**config.mk**
```make
export PLATFORM = sky130hd
export DESIGN_NAME = mem_wb_stage
export DESIGN_NICKNAME = d
export VERILOG_FILES = /design/src/rtl/mem_wb_pkg.sv /design/src/rtl/mem_load_align.sv /design/src/rtl/mem_wb_stage.sv
export SDC_FILE = /design/constraint.sdc
export NUM_CORES = 1
export LEC_CHECK = 0
export CORE_MARGIN = 2
export CORE_UTILIZATION = 50
export CTS_BUF_LIST = sky130_fd_sc_hd__clkbuf_4
export DETAILED_ROUTE_END_ITERATION = 6
export PLACE_DENSITY = 0.85
export SLEW_MARGIN = 0
export SYNTH_ARGS = -nofsm -noshare
export SYNTH_HDL_FRONTEND = slang
export SYNTH_SLANG_ARGS = --single-unit
```
**constraint.sdc**
```tcl
create_clock -name CLK -period 9 [get_ports CLK]
set_input_delay 0.9 -clock CLK [delete_from_list [all_inputs] [get_ports CLK]]
set_output_delay 0.9 -clock CLK [all_outputs]
set_load 0.01 [all_outputs]
```
**src/rtl/mem_wb_pkg.sv**
```systemverilog
// Shared constants, state encoding and lane helpers for the memory/writeback stage.
package mem_wb_pkg;

  localparam logic [2:0] F3_LB  = 3'b000;
  localparam logic [2:0] F3_LH  = 3'b001;
  localparam logic [2:0] F3_LW  = 3'b010;
  localparam logic [2:0] F3_LBU = 3'b100;
  localparam logic [2:0] F3_LHU = 3'b101;
  localparam logic [2:0] F3_SB  = 3'b000;
  localparam logic [2:0] F3_SH  = 3'b001;
  localparam logic [2:0] F3_SW  = 3'b010;

  typedef enum logic [1:0] {
    S_IDLE = 2'd0,
    S_REQ  = 2'd1,
    S_RESP = 2'd2,
    S_WB   = 2'd3
  } state_e;

  // sz is funct3[1:0]: 0=byte, 1=half, 2=word; offending low bits are dropped
  function automatic logic [1:0] lane_off(input logic [1:0] sz, input logic [1:0] a);
    case (sz)
      2'b00:   lane_off = a;
      2'b01:   lane_off = {a[1], 1'b0};
      default: lane_off = 2'b00;
    endcase
  endfunction

  function automatic logic is_misaligned(input logic [1:0] sz, input logic [1:0] a);
    case (sz)
      2'b01:   is_misaligned = a[0];
      2'b10:   is_misaligned = |a;
      default: is_misaligned = 1'b0;
    endcase
  endfunction

  function automatic logic [3:0] store_strb(input logic [1:0] sz, input logic [1:0] off);
    case (sz)
      2'b00:   store_strb = 4'b0001 << off;
      2'b01:   store_strb = 4'b0011 << off;
      default: store_strb = 4'b1111;
    endcase
  endfunction

  function automatic logic [31:0] store_data(input logic [1:0] sz, input logic [31:0] d);
    case (sz)
      2'b00:   store_data = {4{d[7:0]}};
      2'b01:   store_data = {2{d[15:0]}};
      default: store_data = d;
    endcase
  endfunction

endpackage

```
**src/rtl/mem_load_align.sv**
```systemverilog
// Combinational load extractor: picks the byte/half lane and sign- or zero-extends it.
module mem_load_align
  import mem_wb_pkg::*;
(
  input  logic [31:0] rdata_i,
  input  logic [1:0]  off_i,
  input  logic [2:0]  funct3_i,
  output logic [31:0] data_o
);

  logic [7:0]  byte_sel;
  logic [15:0] half_sel;

  always_comb begin
    byte_sel = rdata_i[8*off_i +: 8];
    half_sel = off_i[1] ? rdata_i[31:16] : rdata_i[15:0];
    case (funct3_i)
      F3_LB:   data_o = {{24{byte_sel[7]}}, byte_sel};
      F3_LH:   data_o = {{16{half_sel[15]}}, half_sel};
      F3_LBU:  data_o = {24'd0, byte_sel};
      F3_LHU:  data_o = {16'd0, half_sel};
      default: data_o = rdata_i;
    endcase
  end

endmodule

```
**src/rtl/mem_wb_stage.sv**
```systemverilog
// Memory-access + writeback stage: dmem req/gnt/rvalid handshake and one-cycle regfile write.
// Optional build macro MISALIGN_TRAP_EN traps misaligned accesses instead of aligning them down.
module mem_wb_stage
  import mem_wb_pkg::*;
#(
  parameter int XLEN    = 32,
  parameter int TIMEOUT = 255,
  parameter int TO_W    = 8
) (
  input  logic            CLK,
  input  logic            RST_X,
  input  logic            in_valid,
  output logic            in_ready,
  input  logic            in_load,
  input  logic            in_store,
  input  logic            in_alu_wb,
  input  logic [2:0]      in_funct3,
  input  logic [XLEN-1:0] in_addr,
  input  logic [XLEN-1:0] in_sdata,
  input  logic [4:0]      in_rd,
  output logic            dmem_req,
  output logic            dmem_we,
  output logic [XLEN-1:0] dmem_addr,
  output logic [3:0]      dmem_wstrb,
  output logic [XLEN-1:0] dmem_wdata,
  input  logic            dmem_gnt,
  input  logic            dmem_rvalid,
  input  logic [XLEN-1:0] dmem_rdata,
  output logic            rf_we,
  output logic [4:0]      rf_rd,
  output logic [XLEN-1:0] rf_wd,
  output logic            bus_err,
  output logic            misalign
);

  state_e          state_q, state_d;
  logic [TO_W-1:0] cnt_q, cnt_d, cnt_inc;
  logic            accept, mem_op, trap, timeout_hit;
  logic [1:0]      in_off;

  logic            load_q;
  logic [2:0]      funct3_q;
  logic [1:0]      off_q;
  logic [4:0]      rd_q;
  logic [XLEN-1:0] load_val;

  logic            dmem_we_q, dmem_we_d;
  logic [XLEN-1:0] dmem_addr_q, dmem_addr_d, dmem_wdata_q, dmem_wdata_d;
  logic [3:0]      dmem_wstrb_q, dmem_wstrb_d;
  logic            rf_we_q, rf_we_d, bus_err_q, bus_err_d;
  logic [4:0]      rf_rd_q, rf_rd_d;
  logic [XLEN-1:0] rf_wd_q, rf_wd_d;

  assign accept  = in_valid & in_ready;
  assign mem_op  = in_load | in_store;
  assign in_off  = lane_off(in_funct3[1:0], in_addr[1:0]);
  assign cnt_inc = cnt_q + TO_W'(1);
  // Error fires on the cycle the counter would reach TIMEOUT: exactly TIMEOUT waiting cycles.
  assign timeout_hit = (cnt_inc == TO_W'(TIMEOUT));

`ifdef MISALIGN_TRAP_EN
  logic misalign_q;
  assign trap = mem_op & is_misaligned(in_funct3[1:0], in_addr[1:0]);
  always_ff @(posedge CLK or posedge RST_X) begin
    if (RST_X) misalign_q <= 1'b0;
    else       misalign_q <= accept & trap;
  end
  assign misalign = misalign_q;
`else
  assign trap     = 1'b0;
  assign misalign = 1'b0;
`endif

  mem_load_align u_align (
    .rdata_i  (dmem_rdata),
    .off_i    (off_q),
    .funct3_i (funct3_q),
    .data_o   (load_val)
  );

  // ---- state register ----
  always_ff @(posedge CLK or posedge RST_X) begin
    if (RST_X) begin
      state_q <= S_IDLE;
      cnt_q   <= '0;
    end else begin
      state_q <= state_d;
      cnt_q   <= cnt_d;
    end
  end

  // ---- next-state logic ----
  always_comb begin
    state_d = state_q;
    cnt_d   = cnt_q;
    case (state_q)
      S_IDLE: if (accept) begin
        cnt_d   = '0;
        state_d = (mem_op && !trap) ? S_REQ : S_WB;
      end
      S_REQ: begin
        if (dmem_gnt) begin
          cnt_d   = '0;
          state_d = load_q ? S_RESP : S_IDLE;
        end else if (timeout_hit) begin
          cnt_d   = '0;
          state_d = S_IDLE;
        end else begin
          cnt_d = cnt_inc;
        end
      end
      S_RESP: begin
        if (dmem_rvalid) begin
          cnt_d   = '0;
          state_d = S_WB;
        end else if (timeout_hit) begin
          cnt_d   = '0;
          state_d = S_IDLE;
        end else begin
          cnt_d = cnt_inc;
        end
      end
      default: state_d = S_IDLE;
    endcase
  end

  // ---- registered output next-values ----
  always_comb begin
    dmem_we_d    = dmem_we_q;
    dmem_addr_d  = dmem_addr_q;
    dmem_wstrb_d = dmem_wstrb_q;
    dmem_wdata_d = dmem_wdata_q;
    rf_rd_d      = rf_rd_q;
    rf_wd_d      = rf_wd_q;
    rf_we_d      = 1'b0;
    bus_err_d    = 1'b0;
    case (state_q)
      S_IDLE: if (accept) begin
        dmem_we_d    = in_store;
        dmem_addr_d  = {in_addr[XLEN-1:2], 2'b00};
        dmem_wstrb_d = in_store ? store_strb(in_funct3[1:0], in_off) : 4'b0000;
        dmem_wdata_d = in_store ? store_data(in_funct3[1:0], in_sdata) : '0;
        if (!mem_op && in_alu_wb) begin
          rf_rd_d = in_rd;
          rf_wd_d = in_addr;
          rf_we_d = (in_rd != 5'd0);
        end
      end
      S_REQ:  bus_err_d = !dmem_gnt && timeout_hit;
      S_RESP: begin
        bus_err_d = !dmem_rvalid && timeout_hit;
        if (dmem_rvalid) begin
          rf_rd_d = rd_q;
          rf_wd_d = load_val;
          rf_we_d = (rd_q != 5'd0);
        end
      end
      default: ;
    endcase
  end

  always_ff @(posedge CLK or posedge RST_X) begin
    if (RST_X) begin
      dmem_we_q    <= 1'b0;
      dmem_addr_q  <= '0;
      dmem_wstrb_q <= '0;
      dmem_wdata_q <= '0;
      rf_we_q      <= 1'b0;
      rf_rd_q      <= '0;
      rf_wd_q      <= '0;
      bus_err_q    <= 1'b0;
    end else begin
      dmem_we_q    <= dmem_we_d;
      dmem_addr_q  <= dmem_addr_d;
      dmem_wstrb_q <= dmem_wstrb_d;
      dmem_wdata_q <= dmem_wdata_d;
      rf_we_q      <= rf_we_d;
      rf_rd_q      <= rf_rd_d;
      rf_wd_q      <= rf_wd_d;
      bus_err_q    <= bus_err_d;
    end
  end

  // Op fields only matter between accept and retirement, so they carry no reset.
  always_ff @(posedge CLK) begin
    if (accept) begin
      load_q   <= in_load;
      funct3_q <= in_funct3;
      off_q    <= in_off;
      rd_q     <= in_rd;
    end
  end

  assign in_ready   = (state_q == S_IDLE);
  assign dmem_req   = (state_q == S_REQ);
  assign dmem_we    = dmem_we_q;
  assign dmem_addr  = dmem_addr_q;
  assign dmem_wstrb = dmem_wstrb_q;
  assign dmem_wdata = dmem_wdata_q;
  assign rf_we      = rf_we_q;
  assign rf_rd      = rf_rd_q;
  assign rf_wd      = rf_wd_q;
  assign bus_err    = bus_err_q;

endmodule

```
# == Word level (Yosys, flattened, before mapping) ==
# Cells that the tools add are included.
# word_totals
ff_bits,127
inputBits,112
out_inout_bits,111
elab_cells,78
# classes
n_addsub,1
n_eq_ne,10
n_shift,3
mux,32
n_bitwise,2
reduce_logical,16
# ops
op,n
$mux 32,4
$pmux 32 s2,2
$pmux 32 s4,1
$mux 8,4
$shiftx 32x6->8,1
$pmux 8 s3,1
$mux 16,1
$mux 5,3
$mux 2,6
$pmux 5 s2,1
$reduce_bool 5->1,2
$add 8x1->8 const B,1
$eq 8x8->1 const B,1
$pmux 4 s2,1
$eq 3x3->1 const B,2
$pmux 2 s3,1
$eq 2x1->1 const B,2
$logic_not 2->1,2
$mux 4,1
$ne 2x1->1 const B,2
$pmux 1 s2,2
$pmux 2 s2,1
$reduce_and 2->1,2
$reduce_and 4->1,1
13 further kinds,19

# == Logic depth before layout (Yosys ltp) ==
# logic_depth
ltp_word,6
ltp_mapped,10
depth_no_buf,8

# == Cells and area by module ==
# From an unflattened synthesis, not the netlist that was laid out.
# unflattened
hier_cells,617
hier_area_um2,6419.9
# modules_own_cells
module,instances,cells_per_inst,area_per_inst_um2,seq_area_each_um2
mem_wb_stage,1,499,5659.2,3233.1
mem_load_align,1,118,760.7,0.0

# == Least setup slack after synthesis ==
# No wires, ideal clock.
# synth_timing
path_kind,input port to flip-flop
from,input in_valid
to,register dmem_addr_q[2] (netlist: dmem_addr[2])
setup_ps,125
arrival_time_ps,2254
required_ps,8875
slack_ps,6621
path_stages,5
path_buffers,2
cell_sequence,buf_2 nand2_1 inv_2 clkbuf_1 mux2_2
# synth_via
elab_chain_len,2
# synth_lines
element,line,rtl
from (decl),mem_wb_stage.sv:12,"input logic in_valid,"
$and 1x1->1,mem_wb_stage.sv:54,assign accept = in_valid & in_ready;
via accept,mem_wb_stage.sv:38,"logic accept, mem_op, trap, timeout_hit;"
$reduce_and 2->1 (no source line),n/a,
to (signal assigned),mem_wb_stage.sv:174,dmem_addr_q <= dmem_addr_d;
to (decl),mem_wb_stage.sv:48,"logic [XLEN-1:0] dmem_addr_q, dmem_addr_d, dmem_wdata_q, dmem_wdata_d;"
# The timed path passes the listed nets, and every way through them passes these cells.
# A chain may end at the register's enable or synchronous reset.

# == Final worst setup path ==
# layout_timing
from,input in_valid
to,register rf_rd_q[2] (netlist: rf_rd[2])
# layout_via
elab_chain_len,3
# layout_lines
element,line,rtl
$and 1x1->1,mem_wb_stage.sv:54,
$ne 2x1->1 (no source line),n/a,
$reduce_and 4->1 (no source line),n/a,
to (signal assigned),mem_wb_stage.sv:178,rf_rd_q <= rf_rd_d;
to (decl),mem_wb_stage.sv:51,"logic [4:0] rf_rd_q, rf_rd_d;"
# No other way between the ends.

==> metrics.cfg <==
[route]
first_pass_iters=5
vias=5784
drc=0
viasPerCell=5.74
drt_iter0_drc=541
drt_wl_total_um=18900
ant_nets=0
wire_per_inst_um=18.8

[final_layout]
nNetsFinal=945
num-fill-cells=893
synthToLayoutAreaGrowth_pct=40.3
layout_commonest_cell=clkdlybuf4s50_1
num_antenna_cells=0
mostFrequentLayoutCells=clkdlybuf4s50_1 (219), dfrtp_1 (116), nand2_1 (85)
drive_gt1_share_pct=9.29

[power]
power_density_nw_per_um2=297
leakage_nw=3.59
worst_ir_drop_vdd_mv=0.163

[floorplanning]
rows=40
die_h_um=116
die_area_um2=13500
initial_utilization_pct=51.8
core_area_um2=12100
top_level_ports=223
die_w_um=116

[placed_design]
port_buffers=219
hpwlAfterDp_um=14000
globalplace.congestion=0.885

[global_route]
grt_pass1_wl_um=29500
antenna_found_initial=0
grt_max_degree=83
grt_pass1_vias=5806
grt-ovfl-total=0
grt.total_usage_pct=28.8

[critical_path]
arrival_ps=3820
r2r_cells=8
crit_start=in_valid
cp-endpoint=rf_rd[2]$_DFFE_PP0P_
ff2ff_setup_slack_ps=5710
crit_path_end_kind=register
critPathLaunchType=input port
r2r_start=state_q[0]$_DFFE_PP0P_
worstSetupPathType=input port to register
crit_fanout=43
r2r_end=rf_rd[2]$_DFFE_PP0P_
cp.required_ps=9420

[cts]
max-clock-path-buffers=2
ctsHoldBuffers=0
post_cts_buffers=0
cts.htree.levels=4
clkSinkCount=127
root_buffer=clkbuf_4
cts_inserted_buffers=17
cts_tree=done
clk_pin_slew_ps=110
ctsResizeCount=0
worstSkewPairLatency_ps=550

[hold_path]
hp-class=register to register

[synthesis]
ys.flop_type=dfrtp_1
synthArstFlopShare_pct=91.3
synth.distinct_cells=57
synth_cells=628
ys_seq_elements=127
synth_enable_flop_cells=11
synth_area_um2=6270
ys_seq_area_share_pct=51.5
syn_area_per_cell_um2=9.99
yosysWarnings=0

[timing]
timing.final.crit_period_ps=3400
hold_violations=0
finalSetupTns_ps=0
fin_crit_sh_pct=37.8
fmax_mhz=294
rsz0062_at_grt=no
max-slew-margin-rel_pct=19.8
maxSlewViolCount=0
tightest_slew_ps=1200
finClkSkew_ps=14.2
setup_violations=0
fin_hold_ws_ps=485

[job]
maxCapViolCount=0

[outcome]
status=completed

[metrics by stage]
step / setup WS (ps) / cell area [µm²] / utilization, % / power [mW] / std cells
floorplan: 5030 / 6280 / - / 1.55 / 630
global placement: 5310 / 8530 / 70.4 / 2.17 / 976
detailed placement: 5110 / 8530 / 70.4 / 2.23 / 976
CTS: 5690 / 8800 / 72.7 / 2.63 / 1008
global route: 5390 / 8800 / 72.7 / 2.78 / 1008
finish: 5600 / 8800 / 72.7 / 2.62 / 1008
[final cells by class]
| cell class | count | area, µm² | share of cell area (%) |
|---|---|---|---|
| Inverter | 15 | 58.8 | 0.668 |
| Multi-Input combinational cell | 442 | 2790 | 31.7 |
| Clock inverter | 15 | 151 | 1.72 |
| Clock buffer | 17 | 128 | 1.45 |
| Sequential cell | 127 | 3230 | 36.7 |
| Tap cell | 168 | 210 | 2.39 |
| Timing Repair Buffer | 224 | 2230 | 25.3 |
[critical path: stages]
cell and delay (ps):
clkdlybuf4s50_1 570, nand2_1 120, inv_2 680, a32oi_1 610, or2_2 670, nand2_1 160, o21ai_0 100
[metal layers]
metal	share of wire (%)	GRT usage (%)	routed length, µm	vias up
li1	-	-	-	2639
met1	38	32.9	7200	2775
met2	49	50.0	9340	336
met3	10	10.7	1930	34
met4	2.3	9.60	437	0
met5	0	0	0	-
[report_power, final]
part           total (mW)  internal, mW  switching [mW]
logic                1.24         0.661           0.579
clock network       0.396         0.185           0.211
registers           0.981         0.828           0.153
total                2.62          1.67           0.943
[Yosys cell counts (2+ instances only)]
library cell / n / area, µm²
o21ai_0: 75 / 375
buf_2: 3 / 15.0
a211oi_1: 10 / 75.1
o31ai_1: 5 / 37.5
mux2_2: 38 / 428
buf_6: 2 / 22.5
dfrtp_1: 116 / 2900
a22oi_1: 7 / 52.6
clkbuf_1: 37 / 139
o21ai_1: 11 / 55.1
xnor2_1: 2 / 17.5
edfxtp_1: 11 / 330
buf_4: 3 / 22.5
nor2_1: 33 / 124
nand3_1: 4 / 20.0
or4_1: 3 / 22.5
nand2_1: 85 / 319
inv_1: 14 / 52.6
a22o_1: 7 / 61.3
a31oi_1: 11 / 68.8
mux2i_1: 22 / 220
o2bb2ai_1: 2 / 17.5
a21oi_1: 31 / 155
o31a_1: 7 / 61.3
and4_1: 2 / 17.5
o221ai_1: 7 / 61.3
and3_1: 2 / 12.5
or2_2: 2 / 12.5
nor4_1: 2 / 12.5
nor3_1: 12 / 60.1
and2_1: 3 / 18.8
nor2b_1: 20 / 125
nand2b_1: 10 / 62.6
ha_1: 6 / 75.1
[state kept, by name (all words and copies together), names as in the netlist, 2 cells and up]
signal,flops
cnt_q,8
state_q,2
rd_q,5
funct3_q,3
rf_wd,32
dmem_wdata,32
rf_rd,5
off_q,2
dmem_addr,30
dmem_wstrb,4
[logic make-up (layout without fill, tap and decap cells)]
kind of cell,count (synthesis),in the layout,synth area share (%)
compound gates,189,189,18.9
flops,127,127,51.5
mux,61,61,10.7
buf+inv,61,271,4.13
simple gates,181,181,13.2
xor+xnor,2,2,0.279
fa+ha+maj,6,6,1.20
other cells,1,3,0.0598
[worst min-delay path by stage]
stage                               startpoint                    endpoint  slack, ps  cells after the start
CTS                  dmem_wdata[6]$_DFFE_PP0P_   dmem_wdata[6]$_DFFE_PP0P_        490                      2
floorplan                 cnt_q[7]$_DFFE_PP0P_        cnt_q[7]$_DFFE_PP0P_        510                      1
global placement     dmem_wdata[8]$_DFFE_PP0P_   dmem_wdata[8]$_DFFE_PP0P_        460                      2
finish              dmem_wdata[11]$_DFFE_PP0P_  dmem_wdata[11]$_DFFE_PP0P_        490                      2
global route        dmem_wdata[21]$_DFFE_PP0P_  dmem_wdata[21]$_DFFE_PP0P_        520                      2
detailed placement   dmem_wdata[6]$_DFFE_PP0P_   dmem_wdata[6]$_DFFE_PP0P_        470                      2
Note: power is estimated with default switching activity, not from simulation.
==> RTL edit 1, RTL diff (same flow settings) <==
Build with the macro `MISALIGN_TRAP_EN` defined.
--- a/src/rtl/mem_wb_stage.sv
+++ b/src/rtl/mem_wb_stage.sv
@@ -1,5 +1,7 @@
 // Memory-access + writeback stage: dmem req/gnt/rvalid handshake and one-cycle regfile write.
 // Optional build macro MISALIGN_TRAP_EN traps misaligned accesses instead of aligning them down.
+`define MISALIGN_TRAP_EN
+
 module mem_wb_stage
   import mem_wb_pkg::*;
 #(
Formal check against the unedited RTL: not equivalent (a bounded check fails within 4 cycles, from zero or initial values and one cycle with RST_X high).
==> RTL edit 1 against the original RTL <==
Power down 1.3%. Cell area fell by 0.84%. Sequential cell count up 1. Worst hold slack improved by 3.1 ps. Register-to-register slack got worse by 820 ps. Via count increased by 1.2%. Synthesized area down 0.38%. Die area shrank 0.37%. Wire length increased by 1.2%. Maximum frequency decreased by 19%. Sequential power about the same. Setup slack worse by 790 ps. Sequential share of layout area grew 0.60 points. Critical path type unchanged. Critical endpoint is now rf_wd[23]. Largest cell class unchanged.
==> RTL edit 1: results (changes against the original RTL) <==
| Metric | Value |
|---|---|
| Status | `finished clean` |
| Max incr delay on CP | `1040 ps (+360 ps)` |
| Fraction of layout cells with a size suffix above 1 | `9.13% (-0.15 points)` |
| Vias after detailed routing | `5853 (+1.2%)` |
| Max rail drop VDD | `0.000175 V (+7.4%)` |
| Nets | `952 (+0.74%)` |
| Syn Area/Cell | `9.90 um^2 (-0.85%)` |
| Routed Wire Length | `19100 um (+1.2%)` |
| Placed Area | `8500 um^2 (-0.28%)` |
| Ys async rst share | `91.4% (about the same)` |
| Gr usage total | `28.9% (+0.12 points)` |
| Rel. slew slack | `19.6% (-0.15 points)` |
| First-pass GRT wire length | `29900 um (+1.4%)` |
| Post-synthesis sequential area ratio | `52.1% (+0.60 points)` |
| Switching Share | `37.1% (+1.1 points)` |
| Clk_lat worst skew | `530 ps (-20 ps)` |
| Slowest cell on the critical path | `nor2_2` |
| Commonest cells in the netlist | `dfrtp_1 (117), nand2_1 (89), o21ai_0 (82)` |
| GP Congestion | `0.889 (+0.55%)` |
| Routed len/inst | `18.9 um (+0.95%)` |
| Port Buffers | `220 (+0.46%)` |
| Largest net degree at the start of global routing | `71 (-14%)` |
| LEAKAGE | `3.60 nW (+0.34%)` |
| DRT iter0 DRCs | `498 (-7.9%)` |
| Final Skew | `18.3 ps (+4.12 ps)` |
-- RTL edit 1: changes by cell type in the layout (fill, tap and decap cells not counted), sizes merged, moves of 10 or more --
| cell | unedited run | this run |
|---|---|---|
| a21oi | 31 | 44 |
| a22o | 7 | 19 |
| nor2b | 20 | 7 |
| nor2 | 33 | 51 |
| a31oi | 11 | 1 |
| nand2b | 10 | 0 |
-- RTL edit 1: layout make-up --
cell class | instances | area, um^2
multi-input combinational | 448 | 2760
fill | 893 | 3380
sequential | 128 | 3260
timing repair buffer | 223 | 2220
tap | 168 | 210
clock inverter | 10 | 71.3
clock buffer | 21 | 158
inverter | 13 | 51.3
-- RTL edit 1: per-stage QoR --
step / setup slack, ps / util (%)
3_3_place_gp: 4580 / 70.2
2_1_floorplan: 5000 / -
6_report: 4810 / 72.1
5_1_grt: 4480 / 72.1
3_5_place_dp: 4300 / 70.2
4_1_cts: 4870 / 72.1
-- RTL edit 1: cells by family (layout without fill, tap and decap cells) --
logic type	after synthesis	in the layout	synth area share, %
AO/OA/AOI/OAI	206	206	20.6
AND/OR/NAND/NOR	178	178	12.3
flip-flops	128	128	52.1
buffers and inverters	56	267	3.88
multiplexers	51	51	8.97
adder cells (fa/ha/maj)	9	9	1.80
XOR/XNOR	2	2	0.280
other	1	2	0.0600
-- RTL edit 1: power by group through the flow --
stage	clock network [W]	registers (W)	logic, W
after floorplan	0	0.00106	0.000507
after global placement	0	0.000974	0.00121
after detailed placement	0	0.000988	0.00126
after CTS	0.000349	0.000981	0.00126
after global routing	0.000373	0.00101	0.00136
final	0.000341	0.000984	0.00126
-- RTL edit 1: worst reg2reg max path: cells and delay by family (launching register included) --
kind	cells	cell delay, ps
buffers and inverters	3	1170
adder cells (fa/ha/maj)	1	280
flip-flops	1	430
AO/OA/AOI/OAI	3	1040
AND/OR/NAND/NOR	2	1110
-- RTL edit 1: worst paths after layout --
path	slack, ps	depth (start not counted)	start	to
max in group asynchronous	6870	3	RST_X	cnt_q[2]
worst max-delay path	4810	8	in_valid	rf_wd[23]
worst min register to register	490	2	dmem_wdata[21]	dmem_wdata[21]
worst max register to register	4890	9	state_q[1]	rf_wd[23]
worst min-delay path	490	2	dmem_wdata[21]	dmem_wdata[21]
min in group asynchronous	780	2	RST_X	dmem_addr[23]
-- RTL edit 1: metal layers --
metal  GRT usage (%)  wire, um
met1            37.0      7610
met3            8.11      1530
met5               0         0
met4            11.7       629
met2            46.8      9370
==> RTL edit 2, RTL diff (config.mk and constraints unchanged) <==
Made on the original files. Take the reset off `dmem_addr_q`, `dmem_wstrb_q` and `dmem_wdata_q` and load them in a clocked block of their own.
--- a/src/rtl/mem_wb_stage.sv
+++ b/src/rtl/mem_wb_stage.sv
@@ -162,23 +162,23 @@
   always_ff @(posedge CLK or posedge RST_X) begin
     if (RST_X) begin
       dmem_we_q    <= 1'b0;
-      dmem_addr_q  <= '0;
-      dmem_wstrb_q <= '0;
-      dmem_wdata_q <= '0;
       rf_we_q      <= 1'b0;
       rf_rd_q      <= '0;
       rf_wd_q      <= '0;
       bus_err_q    <= 1'b0;
     end else begin
       dmem_we_q    <= dmem_we_d;
-      dmem_addr_q  <= dmem_addr_d;
-      dmem_wstrb_q <= dmem_wstrb_d;
-      dmem_wdata_q <= dmem_wdata_d;
       rf_we_q      <= rf_we_d;
       rf_rd_q      <= rf_rd_d;
       rf_wd_q      <= rf_wd_d;
       bus_err_q    <= bus_err_d;
     end
+  end
+
+  always_ff @(posedge CLK) begin
+    dmem_addr_q  <= dmem_addr_d;
+    dmem_wstrb_q <= dmem_wstrb_d;
+    dmem_wdata_q <= dmem_wdata_d;
   end
 
   // Op fields only matter between accept and retirement, so they carry no reset.
Formal check against the unedited RTL: not equivalent (Yosys sat finds a counterexample within 4 cycles, from zero or initial values and one cycle with RST_X high).
==> RTL edit 2 against the original RTL <==
The flow now finishes with violations (design-rule violations). Cell area is 4.1% lower. Synthesized area decreased by 4.9%. Power down 21%. Sequential power decreased by 7.7%. Wire length down 6.7%. Sequential cell count stayed put. Worst hold slack better by 14 ps. Critical path depth did not move. Setup slack got worse by 440 ps. Highest routed layer unchanged.
==> RTL edit 2: results (changes against the original RTL) <==
| Metric | Value |
|---|---|
| Status | `complete, but fails checks` |
| Failing checks | `design-rule violations` |
| Max rail drop VDD | `0.000121 V (-25%)` |
| Worst Hold End | `rf_rd[1]` |
| Hold wc startpoint | `rf_rd[1]` |
| Ys async rst share | `39.4% (-52 points)` |
| Worst reg2reg startpoint | `state_q[1]` |
| Pre-CTS setup slack | `4680 ps (-432 ps)` |
| Post-synthesis sequential area ratio | `59.7% (+8.2 points)` |
| Prevailing post-synth register cell | `edfxtp_1` |
| DRT iter0 DRCs | `474 (-12%)` |
| Dpl cells | `876 (-10%)` |
| Crit path DAT | `4290 ps (+470 ps)` |
| Distinct cell type count after synthesis | `51 (-11%)` |
| GP Congestion | `0.901 (+1.9%)` |
| Non-Filler Instances | `908 (-9.9%)` |
| Clk_lat worst skew | `530 ps (-20 ps)` |
| Detailed Routing Iterations Pass 1 | `7 (+2)` |
| Gr usage total | `27.1% (-1.7 points)` |
| Synth top area cells | `edfxtp_1 (39%), dfrtp_1 (21%), nand2_1 (4.9%), o21ai_0 (4.0%), mux2i_1 (3.5%)` |
| Seq pwr | `0.000905 W (-7.7%)` |
| Syn Area/Cell | `10.9 um^2 (+9.2%)` |
| Routed len/inst | `19.4 um (+3.5%)` |
| Placed Area | `8190 um^2 (-3.9%)` |
| Commonest cells in the netlist | `nand2_1 (78), edfxtp_1 (77), dfrtp_1 (50)` |
| Fraction of layout cells with a size suffix above 1 | `6.67% (-2.6 points)` |
| EDFF count, synth | `77 (+66)` |
| Rel. slew slack | `15.4% (-4.3 points)` |
| P_int | `0.00135 W (-20%)` |
| Reg-to-reg endpoint | `rf_wd[19]` |
| LEAKAGE | `3.21 nW (-11%)` |
| NetSw | `0.000732 W (-22%)` |
| DRC viols | `20 (+20)` |
| Critical path peak fanout | `79 (+84%)` |
| Final Skew | `16.3 ps (+2.03 ps)` |
| R2R setup slack | `5250 ps (-460 ps)` |
| P_clk | `0.000363 W (-8.3%)` |
| Hpwl dp | `12900 um (-7.8%)` |
==> RTL edit 2: changes by cell type after synthesis, sizes merged, moves of 9 or more <==
cell	change
a211oi	-9
a21boi	+14
and2	+17
clkbuf	-13
dfrtp	-66
edfxtp	+66
mux2	-29
nor2b	-10
nor3	-10
o21ai	-23
==> RTL edit 2: cells by family after synthesis <==
logic type / after synthesis / synth area share [%]
multiplexers: 31 / 5.60
other: 1 / 0.0628
adder cells (fa/ha/maj): 6 / 1.26
AND/OR/NAND/NOR: 168 / 13.0
flip-flops: 127 / 59.7
AO/OA/AOI/OAI: 156 / 16.0
buffers and inverters: 55 / 3.96
XOR/XNOR: 3 / 0.440
==> RTL edit 2: layout make-up <==
class                      count  area (um^2)  share of cell area (%)
tap                          143          179                    2.12
sequential                   127         3560                    42.2
timing repair buffer         220         2200                    26.0
multi-input combinational    367         2180                    25.8
clock inverter                14          120                    1.42
inverter                      19         71.3                   0.844
clock buffer                  18          135                    1.60
==> RTL edit 2: layer usage <==
layer / GRT usage [%] / share of wire, % / vias up
li1: - / - / 2370
met2: 46.9 / 50 / 302
met1: 30.9 / 37 / 2478
met5: 0 / 0 / -
met4: 9.84 / 2.4 / 0
met3: 9.75 / 11 / 39
==> RTL edit 2: worst max-delay path by stage <==
stage	start	endpoint	slack [ps]	cells after the start
after floorplan	in_valid	rf_wd[0]	5090	8
after global placement	in_valid	rf_wd[12]	4870	7
after detailed placement	in_valid	rf_wd[19]	4680	7
after CTS	in_valid	rf_wd[19]	5210	7
after global routing	state_q[1]	rf_wd[19]	4840	8
final	in_valid	rf_wd[19]	5160	7
==> RTL edit 2: critical path, stage by stage <==
cell	delay, ps
clkdlybuf4s50_1	580
and2_4	890
nand3_1	190
o21ai_1	150
and2_1	1000
o21ai_0	340
o21ai_1	230
